==> src/rtl/frame_validator_pkg.sv <==
// Shared definitions for the BEP thermostat frame validator: field widths,
// frame framing constants, FSM encoding and the committed payload layout.
package frame_validator_pkg;

  localparam int FIELD_W = 32;
  localparam int ID_W    = 32;
  localparam int TEMP_W  = 16;
  localparam int STATE_W = 8;

  localparam int              DEF_FRAME_BITS     = 192;
  localparam logic [FIELD_W-1:0] DEF_PREAMBLE    = 32'hAAAA_AAAA;
  localparam logic [FIELD_W-1:0] DEF_CONSTANT    = 32'h0000_0000;
  localparam int              DEF_TIMEOUT_CYCLES = 20000;

  typedef enum logic [1:0] {
    ST_IDLE    = 2'd0,
    ST_RECEIVE = 2'd1,
    ST_CHECK   = 2'd2
  } fsm_state_t;

  typedef struct packed {
    logic [ID_W-1:0]    id;
    logic [TEMP_W-1:0]  room_temp;
    logic [TEMP_W-1:0]  set_temp;
    logic [STATE_W-1:0] state;
  } payload_t;

  // Eight-bit increment that sticks at all-ones.
  function automatic logic [7:0] sat_inc8(input logic [7:0] value);
    return (value == 8'hFF) ? value : value + 8'd1;
  endfunction

endpackage

==> src/rtl/frame_validator.sv <==
// Frame validator: counts Manchester bit strobes per transmission, checks the
// preamble/constant fields once a full frame has arrived, and either commits
// the payload to a shadow register set or counts the frame as an error.
module frame_validator
  import frame_validator_pkg::*;
#(
  parameter int                 FRAME_BITS     = DEF_FRAME_BITS,
  parameter logic [FIELD_W-1:0] PREAMBLE       = DEF_PREAMBLE,
  parameter logic [FIELD_W-1:0] CONSTANT       = DEF_CONSTANT,
  parameter int                 TIMEOUT_CYCLES = DEF_TIMEOUT_CYCLES
) (
  input  logic               clock,
  input  logic               reset,
  input  logic               serial_clock,
  input  logic               transmission_begin,
  input  logic [FIELD_W-1:0] preamble,
  input  logic [FIELD_W-1:0] constant,
  input  logic [ID_W-1:0]    thermostat_id,
  input  logic [TEMP_W-1:0]  room_temp,
  input  logic [TEMP_W-1:0]  set_temp,
  input  logic [STATE_W-1:0] state,
  output logic [ID_W-1:0]    id_q,
  output logic [TEMP_W-1:0]  room_temp_q,
  output logic [TEMP_W-1:0]  set_temp_q,
  output logic [STATE_W-1:0] state_q,
  output logic               frame_valid,
  output logic               frame_error,
  output logic               data_valid,
  output logic [7:0]         error_count,
  output logic               busy
);

  localparam int TW = (TIMEOUT_CYCLES > 1) ? $clog2(TIMEOUT_CYCLES) : 1;
  localparam logic [TW-1:0] TIMEOUT_LAST = TW'(TIMEOUT_CYCLES - 1);
  localparam logic [7:0]    LAST_BIT     = 8'(FRAME_BITS - 1);

  fsm_state_t    fsm_state, next_state;
  logic [7:0]    bit_count;
  logic [TW-1:0] timeout;
  payload_t      shadow;
  payload_t      live;
  logic          fields_ok;

  // Decisions produced by the next-state logic and consumed by the datapath.
  logic clear_counts, count_strobe, tick_timeout, do_commit, do_reject;

  assign live      = '{id: thermostat_id, room_temp: room_temp,
                       set_temp: set_temp, state: state};
  assign fields_ok = (preamble == PREAMBLE) && (constant == CONSTANT);

  assign id_q        = shadow.id;
  assign room_temp_q = shadow.room_temp;
  assign set_temp_q  = shadow.set_temp;
  assign state_q     = shadow.state;

  // State register.
  always_ff @(posedge clock or posedge reset) begin
    // NOTE: sequential state uses non-blocking assignments so every register
    // samples pre-edge values regardless of block ordering.
    if (reset) fsm_state <= ST_IDLE;
    else       fsm_state <= next_state;
  end

  // Next-state logic and per-cycle datapath decisions.
  always_comb begin
    // NOTE: every output of this block gets a default first so no path leaves
    // a signal unassigned, which would infer a latch.
    next_state   = fsm_state;
    clear_counts = 1'b0;
    count_strobe = 1'b0;
    tick_timeout = 1'b0;
    do_commit    = 1'b0;
    do_reject    = 1'b0;
    unique case (fsm_state)
      ST_IDLE: begin
        if (transmission_begin) begin
          next_state   = ST_RECEIVE;
          clear_counts = 1'b1;
        end
      end
      ST_RECEIVE: begin
        if (transmission_begin) begin
          // Re-sync: a partial frame is abandoned and counted; a coincident
          // strobe is dropped because the upstream decoder resets this cycle.
          clear_counts = 1'b1;
          do_reject    = (bit_count != 8'd0);
        end else if (serial_clock) begin
          count_strobe = 1'b1;
          if (bit_count == LAST_BIT) next_state = ST_CHECK;
        end else if (timeout == TIMEOUT_LAST) begin
          do_reject  = 1'b1;
          next_state = ST_IDLE;
        end else begin
          tick_timeout = 1'b1;
        end
      end
      ST_CHECK: begin
        do_commit = fields_ok;
        do_reject = !fields_ok;
        if (transmission_begin) begin
          next_state   = ST_RECEIVE;
          clear_counts = 1'b1;
        end else begin
          next_state = ST_IDLE;
        end
      end
      default: next_state = ST_IDLE;
    endcase
  end

  // Status output decoded from the current state.
  always_comb begin
    busy = (fsm_state != ST_IDLE);
  end

  // Counters, result pulses, error tally and the committed payload.
  always_ff @(posedge clock or posedge reset) begin
    if (reset) begin
      bit_count   <= '0;
      timeout     <= '0;
      frame_valid <= 1'b0;
      frame_error <= 1'b0;
      data_valid  <= 1'b0;
      error_count <= '0;
      // NOTE: the shadow payload is visible at the outputs, so it is reset
      // to zero rather than left as uninitialised storage.
      shadow      <= '0;
    end else begin
      frame_valid <= do_commit;
      frame_error <= do_reject;
      if (clear_counts) begin
        bit_count <= '0;
        timeout   <= '0;
      end else if (count_strobe) begin
        bit_count <= bit_count + 8'd1;
        timeout   <= '0;
      end else if (tick_timeout) begin
        timeout <= timeout + TW'(1);
      end
      if (do_commit) begin
        shadow     <= live;
        data_valid <= 1'b1;
      end
      if (do_reject) error_count <= sat_inc8(error_count);
    end
  end

endmodule

==> config.mk <==
export PLATFORM = sky130hd
export DESIGN_NAME = frame_validator
export DESIGN_NICKNAME = d
export VERILOG_FILES = /design/src/rtl/frame_validator_pkg.sv /design/src/rtl/frame_validator.sv
export SDC_FILE = /design/constraint.sdc
export NUM_CORES = 1
export LEC_CHECK = 0
export CELL_PAD_IN_SITES_DETAIL_PLACEMENT = 0
export CELL_PAD_IN_SITES_GLOBAL_PLACEMENT = 1
export CORE_MARGIN = 5
export CORE_UTILIZATION = 33
export CTS_CLUSTER_DIAMETER = 200
export DETAILED_ROUTE_END_ITERATION = 16
export GPL_TIMING_DRIVEN = 1
export PLACE_DENSITY = 0.79
export SYNTH_ARGS = -nofsm -noshare
export SYNTH_HDL_FRONTEND = slang
export SYNTH_SLANG_ARGS = --single-unit
==> constraint.sdc <==
create_clock -name clock -period 3.65 [get_ports clock]
set_input_delay 0.365 -clock clock [delete_from_list [all_inputs] [get_ports clock]]
set_output_delay 0.365 -clock clock [all_outputs]
set_load 0.005 [all_outputs]
==> Word-level counts from Yosys, hierarchy flattened <==
Index checks and enable logic that the tools add are counted.
{ "word_totals": {"reg_bits": 108, "word_cells": 62, "out_inout_bits": 84} }
{ "classes": {"reduce_logical": 11, "addsub": 3, "bitwise_logic": 1, "eq_ne": 10, "muxes": 26} }
{ "op_table": {"columns": ["operator", "n"], "rows": [
  ["2-to-1 mux 15 bit", 3],
  ["equality test 32 bit (second input constant)", 1],
  ["logical NOT 32 bit", 1],
  ["adder 8 x 1 -> 8 bit (second input constant)", 2],
  ["equality test 8 bit (second input constant)", 2],
  ["2-to-1 mux 8 bit", 2],
  ["adder 15 x 1 -> 15 bit (second input constant)", 1],
  ["equality test 15 bit (second input constant)", 1],
  ["2-to-1 mux 1 bit", 14],
  ["2-to-1 mux 2 bit", 5],
  ["nonzero test 8 bit", 1],
  ["inequality test 3 bit (second input constant)", 2],
  ["one-hot mux 2 bit (3 select lines)", 1],
  ["inequality test 2 bit (second input constant)", 2],
  ["AND reduction 4 bit", 1],
  ["nonzero test 2 bit", 2],
  ["nonzero test 3 bit", 1],
  ["OR reduction 3 bit", 1],
  ["equality test 2 x 1 -> 1 bit (second input constant)", 1],
  ["equality test 2 bit (second input constant)", 1],
  ["logical NOT 2 bit", 1],
  ["one-hot mux 1 bit (2 select lines)", 1],
  ["AND reduction 2 bit", 1],
  ["logical AND 1 bit", 1],
  ["2 further kinds", 2]
]} }

==> Depth between registers and ports, before layout <==
Gate-level depths: netlist of the first run.
{ "logic_depth": {"depth_word": 8, "ltp_mapped": 8, "mapped_depth_nobuf": 8} }

==> Least setup slack after synthesis of the first run <==
Ideal clock, no wire load.
{ "synth_timing": {"path_type": "input port to flip-flop", "from": "in preamble[6]", "to": "reg shadow, in the netlist id_q[0]", "slack_ps": 1691, "path_stages": 6, "required_time_ps": 3525, "n_path_buf": 1, "arrival_time_ps": 1834, "setup_ps": 125, "cell_sequence": "nor4bb_1 -> nand4_1 -> nor4_4 -> nand2_4 -> buf_6 -> mux2_4"} }
{ "synth_between": {"elab_chain_len": 3} }
{ "synth_lines": {"columns": ["element", "line_no", "source"], "rows": [
  ["from (decl)", "frame_validator.sv:16", "input logic [FIELD_W-1:0] preamble,"],
  ["equality test 32 bit", "frame_validator.sv:49", "assign fields_ok = (preamble == PREAMBLE) && (constant == CONSTANT);"],
  ["logical AND 1 bit", "frame_validator.sv:49", null],
  ["2-to-1 mux 1 bit", "frame_validator.sv:74", "unique case (fsm_state)"],
  ["to (signal assigned)", "frame_validator.sv:141", "shadow <= live;"],
  ["to (decl)", "frame_validator.sv:40", "payload_t shadow;"]
]} }
Every way passes these cells.
A chain may end at the register's enable or synchronous reset.

==> Worst setup path in the final report of the first run <==
{ "layout_timing": {"from": "in preamble[9]", "to": "reg shadow, in the netlist id_q[15]"} }
Same word-level chain as after synthesis.

==> run_results.csv, run 1 <==
group,metric,value,unit
status,status,"finished clean",
cts,postCtsSetupBuffers,0,
grt,grt_pass1_vias,4226,
cts,insertion_delay,0.36,ns
route,dr.pass1.iters,4,
grt,grt_usage,14.96,%
placement,io_buffer_count,223,
synthesis,synth_largest_area_cell,"dfrtp_1",
cts,hold_buffers,0,
synthesis,async_flop_share,100.0,%
grt,grt_pass1_wl,21.83,mm
placement,placed_cell_area,7592,um^2
cts,cts_tree,"yes",
floorplanning,num_rows,45,
pwr,power_leakage,0.003598,uW
run,drv_cap,0,
setup_path,crit_fanout,73,
sta,worst_pin_slew,0.6735,ns
cells_and_area,fillCellCount,1340,
route,num_vias,3958,
sta,rsz0062_at_grt,"false",
route,drc,0,
grt,antenna_found_initial,0,
synthesis,syn_area,5145,um^2
setup_path,cp.arrival,2.87,ns
sta,hold_viol,0,
setup_path,cp.required,3.89,ns
cells_and_area,drive_gt1_share,16.69,%
synthesis,ys_warn_count,0,
setup_path,cp_cell_sequence,"clkdlybuf4s50_1 > nor4bb_1 > nand4_1 > nor4_4 > nand2_4 > buf_12 > mux2_4",
cts,path_clk_slew,0.07,ns
synthesis,synth-compound-area-share,2.335,%
synthesis,synth_fa_ha_area_share,1.946,%
route,wl_per_cell,16.72,um
synthesis,ys_seq_elements,108,
sta,fmax,379.1,MHz
grt,grt_max_degree,74,
setup_path,start_kind,"input port",
setup_path,cpPeakStageDelay,0.60,ns
route,drtIter0Drc,90,
synthesis,synthCells,384,
synthesis,synthSimpleGateAreaFrac,15.52,%
sta,skew,0.01475,ns
synthesis,yosysMostFrequentCell,"dfrtp_1",
setup_path,path_class,"in -> reg",
setup_path,critPathSlowestCell,"nor4bb_1",
placement,hpwlAfterDp,10.77,mm
cts,root_buffer,"clkbuf_16",
synthesis,synth_edf_count,0,
cts,cts.htree.levels,3,
sta,finalCriticalPeriod,2.638,ns
setup_path,worstSetupEndpointType,"flop",
cells_and_area,final_cell_area,7910,um^2
floorplanning,top_level_ports,224,
grt,grt.overflow.total,0,
synthesis,synth_top_family_by_area,"multiplexers",
synthesis,synth_top_area_share,52.53,%
cts,cts_sinks,108,
sta,timing.final.crit_share,72.26,%
cells_and_area,n_antenna_cell,0,
synthesis,syn_nets,532,
synthesis,synthFlopType,"dfrtp_1",
cts,post_cts_resized,0,
synthesis,synthMuxAreaShare,21.45,%
sta,slew_headroom,54.49,%
route,vias_per_cell,4.780,
sta,setup_tns,0,ns
cts,cts_buffer_depth,2,
floorplanning,core_area,15260,um^2
synthesis,netlist_top_cells_count,"dfrtp_1, mux2_4, nor2_1, nand2_1, nor4_1",
cts,numCtsBuffers,9,
pwr,p_per_area,357.1,nW/um^2
floorplanning,die_x,134.9,um
synthesis,synthesis.area_per_instance,13.40,um^2
cells_and_area,nNetsFinal,760,
hold_path,min_path_type,"in -> async",
sta,setup_violations,0,
route,wl,13.84,mm
sta,slew_violations,0,
synthesis,yosysUniqueCellTypes,40,
placement,globalplace.congestion,0.7899,
cells_and_area,syn2layout_area_growth,53.75,%
floorplanning,start_util,33.72,%
floorplanning,die-height,134.9,um
floorplanning,die_area,18190,um^2
synthesis,synth-xor-area-share,3.745,%
pwr,ir_drop,203.5,uV
synthesis,ys_top_cells_by_area,"dfrtp_1, mux2_4, nor4_1",
route,antenna_left,0,
synthesis,ys_seq_area_share,52.53,%
[cells by family (layout without fill, tap and decap cells)]
logic type	after synthesis	count (layout)
muxes	75	75
buffers and inverters	20	253
and+or+nand+nor	133	133
DFF	108	108
xor gates and xnor gates	22	22
AOI/OAI and AO/OA	18	18
adders and majority gates	8	8
[power breakdown]
group	switching [uW]	internal, uW	leakage, uW
registers	47.4	1240	0.00149
logic	217	290	0.00196
clock network	481	550	0.000149
[worst max-delay path, delay by kind of cell]
kind / cells / cell delay [ns]
AND/OR/NAND/NOR: 4 / 1.34
multiplexers: 1 / 0.39
buffers and inverters: 2 / 0.65
[per-layer routing]
metal,global-route usage (%),routed length (um),vias to the layer above
li1,-,-,1849
met1,17.51,5550,1912
met2,25.10,6736,169
met3,4.545,1172,28
met4,7.070,382,0
met5,0,0,-
[cells in the final DEF, fill, tap and decap left out, types with 6 or more instances in the layout]
master / n
clkdlybuf4s50_1: 223
nor3_1: 7
clkbuf_16: 9
nand3_1: 15
nand4_1: 14
xor2_1: 12
nor4bb_1: 10
mux2_4: 69
mux2_2: 6
nor4_1: 19
dfrtp_1: 108
nor2_1: 22
inv_1: 10
ha_1: 8
nand2_1: 20
xnor2_1: 10
[flip-flops by register name (all words and copies together), names as in the netlist, 2 cells and up]
signal,count
id_q,32
room_temp_q,16
set_temp_q,16
timeout,15
bit_count,8
error_count,8
state_q,8
fsm_state,2
[worst paths after layout]
kind | startpoint | endpoint | slack [ns] | cells after the start
hold / removal | reset | id_q[30]$_DFFE_PP0P_ | 0.45 | 2
setup reg to reg | timeout[0]$_DFFE_PP0P_ | error_count[1]$_DFFE_PP0P_ | 1.41 | 6
min in group clock | data_valid$_DFFE_PP0P_ | data_valid$_DFFE_PP0P_ | 0.48 | 1
max in group asynchronous | reset | room_temp_q[4]$_DFFE_PP0P_ | 2.33 | 3
hold reg to reg | data_valid$_DFFE_PP0P_ | data_valid$_DFFE_PP0P_ | 0.48 | 1
setup / recovery | preamble[9] | id_q[15]$_DFFE_PP0P_ | 1.01 | 7
[metrics by stage]
step	hold slack (ns)	utilization, %	total power (uW)	setup slack (ns)	std cells
after floorplan	0.4590	-	1523	0.4394	384
after global placement	0.4491	49.76	1812	0.7259	812
after detailed placement	0.4701	49.76	1822	0.7201	812
after CTS	0.4736	51.84	2864	1.102	828
after global routing	0.5224	51.84	2965	0.9823	828
final	0.4507	51.84	2825	1.012	828
[area by class of cell]
class / instances / area, um^2 / area share, %
Clock buffer: 9 / 225.2 / 2.847
Clock inverter: 7 / 92.59 / 1.171
Inverter: 11 / 43.79 / 0.5536
Multi-Input combinational cell: 256 / 2315 / 29.26
Sequential cell: 108 / 2703 / 34.17
Tap cell: 211 / 264.0 / 3.338
Timing Repair Buffer: 226 / 2267 / 28.66
Power figures use the tool's default switching activity.
==> inputs of run 2 (changes only) <==
Clock period 3.65 ns to 2.6 ns, I/O delays scaled along.
==> run 2 against run 1 <==
Compared with the run above:
- via count up 0.83%
- first-iteration DRC count up 7.8%
- core utilization up 0.28 points
- final cell count up 0.97%
- routed wire length up 1.8%
- register-to-register slack worse by 1.0 ns
- final area up 0.54%
- hold slack worse by 0.067 ns
- die area unchanged
==> run_results.csv, run 2 (synthesized netlist as in run 1, its figures left out) <==
group,metric,value,unit
cells_and_area,final_cell_area,7953,um^2
cells_and_area,drive_gt1_share,17.60,%
cts,hold_buffers,0,
setup_path,crit_fanout,9,
cts,root_buffer,"clkbuf_16",
cells_and_area,nNetsFinal,768,
sta,rsz0062_at_grt,"false",
cts,path_clk_slew,0.07,ns
route,dr.pass1.iters,4,
cts,cts_sinks,108,
placement,placed_cell_area,7666,um^2
route,vias_per_cell,4.774,
status,status,"finished clean",
grt,antenna_found_initial,0,
sta,slew_violations,0,
cells_and_area,finalNonFillerCells,836,
pwr,ir_drop,333.4,uV
floorplanning,num_rows,45,
sta,fmax,449.8,MHz
cells_and_area,mostFrequentLayoutCells,"clkdlybuf4s50_1, dfrtp_1, mux2_4",
floorplanning,die-height,134.9,um
route,antenna_left,0,
floorplanning,die_area,18190,um^2
grt,grt_pass1_vias,4432,
floorplanning,die_x,134.9,um
sta,setup_tns,0,ns
route,wl_per_cell,16.85,um
setup_path,r2r_end,"error_count[1]$_DFFE_PP0P_",
setup_path,r2r_slack,0.38,ns
route,drtIter0Drc,97,
setup_path,cp_cell_sequence,"ha_1 > and3_1 > nand4_1 > o22a_1 > o22ai_2 > mux2_2",
setup_path,critPathSlowestCell,"dfrtp_1",
pwr,power,3877,uW
pwr,clkPwrFrac,34.8,%
grt,grt_pass1_wl,22.40,mm
setup_path,rr_worst_depth,6,
cts,postCtsSetupBuffers,0,
setup_path,cp.arrival,2.47,ns
hold_path,min_path_type,"in -> async",
cells_and_area,final_common_cell,"clkdlybuf4s50_1",
placement,io_buffer_count,223,
sta,slew_headroom,69.38,%
pwr,seq_power_share,46.6,%
floorplanning,start_util,33.72,%
route,wl,14.09,mm
cells_and_area,n_antenna_cell,0,
pwr,power_switching,1011,uW
setup_path,critPathBufInv,0,
setup_path,cpPeakStageDelay,0.41,ns
placement,hpwlAfterDp,10.95,mm
setup_path,cp.required,2.85,ns
pwr,power_leakage,0.003627,uW
cts,insertion_delay,0.35,ns
grt,grt_max_degree,75,
pwr,p_comb_share,18.6,%
sta,timing.final.crit_share,85.51,%
sta,worst_pin_slew,0.4530,ns
pwr,p_per_area,487.5,nW/um^2
route,num_vias,3991,
grt,grt.overflow.total,0,
cells_and_area,largest_register_ffs,32,
setup_path,cpLargestDelayFamily,"compound AO/OA/AOI/OAI gates",
placement,post-place-cells,820,
cts,cts_tree,"yes",
pwr,switching_share,26.08,%
setup_path,worstSetupEndpointType,"flop",
floorplanning,top_level_ports,224,
sta,setup_violations,0,
grt,grt_usage,15.41,%
cts,cts.htree.levels,3,
setup_path,path_class,"reg -> reg",
cts,cts_buffer_depth,2,
run,drv_cap,0,
cts,post_cts_resized,0,
sta,hold_viol,0,
floorplanning,core_area,15260,um^2
placement,globalplace.congestion,0.7972,
cts,numCtsBuffers,9,
cells_and_area,syn2layout_area_growth,54.57,%
setup_path,reg2reg_from,"timeout[0]$_DFFE_PP0P_",
sta,skew,0.008960,ns
pwr,power.internal,2866,uW
sta,finalCriticalPeriod,2.223,ns
setup_path,start_kind,"flop",
route,drc,0,
cells_and_area,fillCellCount,1353,
## run 2: through the flow
| stage | hold slack (ns) | util, % | setup WS, ns |
|---|---|---|---|
| floorplan | 0.4085 | - | 0.6571 |
| global placement | 0.4596 | 50.24 | 0.1266 |
| detailed placement | 0.4606 | 50.24 | 0.1291 |
| CTS | 0.3941 | 52.12 | 0.3318 |
| global route | 0.4229 | 52.12 | 0.1731 |
| finish | 0.3841 | 52.12 | 0.3769 |
## run 2: worst max-delay path by stage
| stage | startpoint | to | cells after the start |
|---|---|---|---|
| after floorplan | fsm_state[1]$_DFFE_PP0P_ | error_count[1]$_DFFE_PP0P_ | 7 |
| after global placement | preamble[1] | set_temp_q[1]$_DFFE_PP0P_ | 7 |
| after detailed placement | constant[2] | id_q[18]$_DFFE_PP0P_ | 7 |
| after CTS | bit_count[0]$_DFFE_PP0P_ | error_count[7]$_DFFE_PP0P_ | 8 |
| after global routing | bit_count[0]$_DFFE_PP0P_ | error_count[5]$_DFFE_PP0P_ | 8 |
| final | timeout[0]$_DFFE_PP0P_ | error_count[1]$_DFFE_PP0P_ | 6 |
## run 2: area by class of cell
class	count	area, um^2	area share, %
clock buffers	12	256.5	3.225
multi-input cells	256	2315	29.11
well taps	211	264.0	3.320
repair buffers	234	2340	29.42
clock inverters	4	30.03	0.3776
flip-flops and latches	108	2703	33.98
inverters	11	45.04	0.5664
## run 2: worst register-to-register path: cells and delay by family, from the launching register on
family	cells	cell delay [ns]
muxes	1	0.36
AOI/OAI and AO/OA	2	0.59
and+or+nand+nor	2	0.57
adders and majority gates	1	0.18
DFF	1	0.41
## run 2: power by group through the flow
stage | Sequential [uW] | Combinational [uW] | Clock [uW]
5_1_grt | 1810 | 799 | 1460
4_1_cts | 1810 | 731 | 1390
6_report | 1810 | 720 | 1350
3_5_place_dp | 1840 | 725 | 0
2_1_floorplan | 1830 | 309 | 0
3_3_place_gp | 1840 | 711 | 0
## run 2: routing by layer
layer / part of all wire (%) / up-vias / GRT usage, %
met4: 3.4 / 0 / 8.201
met5: 0 / - / 0
li1: - / 1870 / -
met1: 39 / 1921 / 17.86
met3: 8.2 / 24 / 4.098
met2: 49 / 176 / 26.07
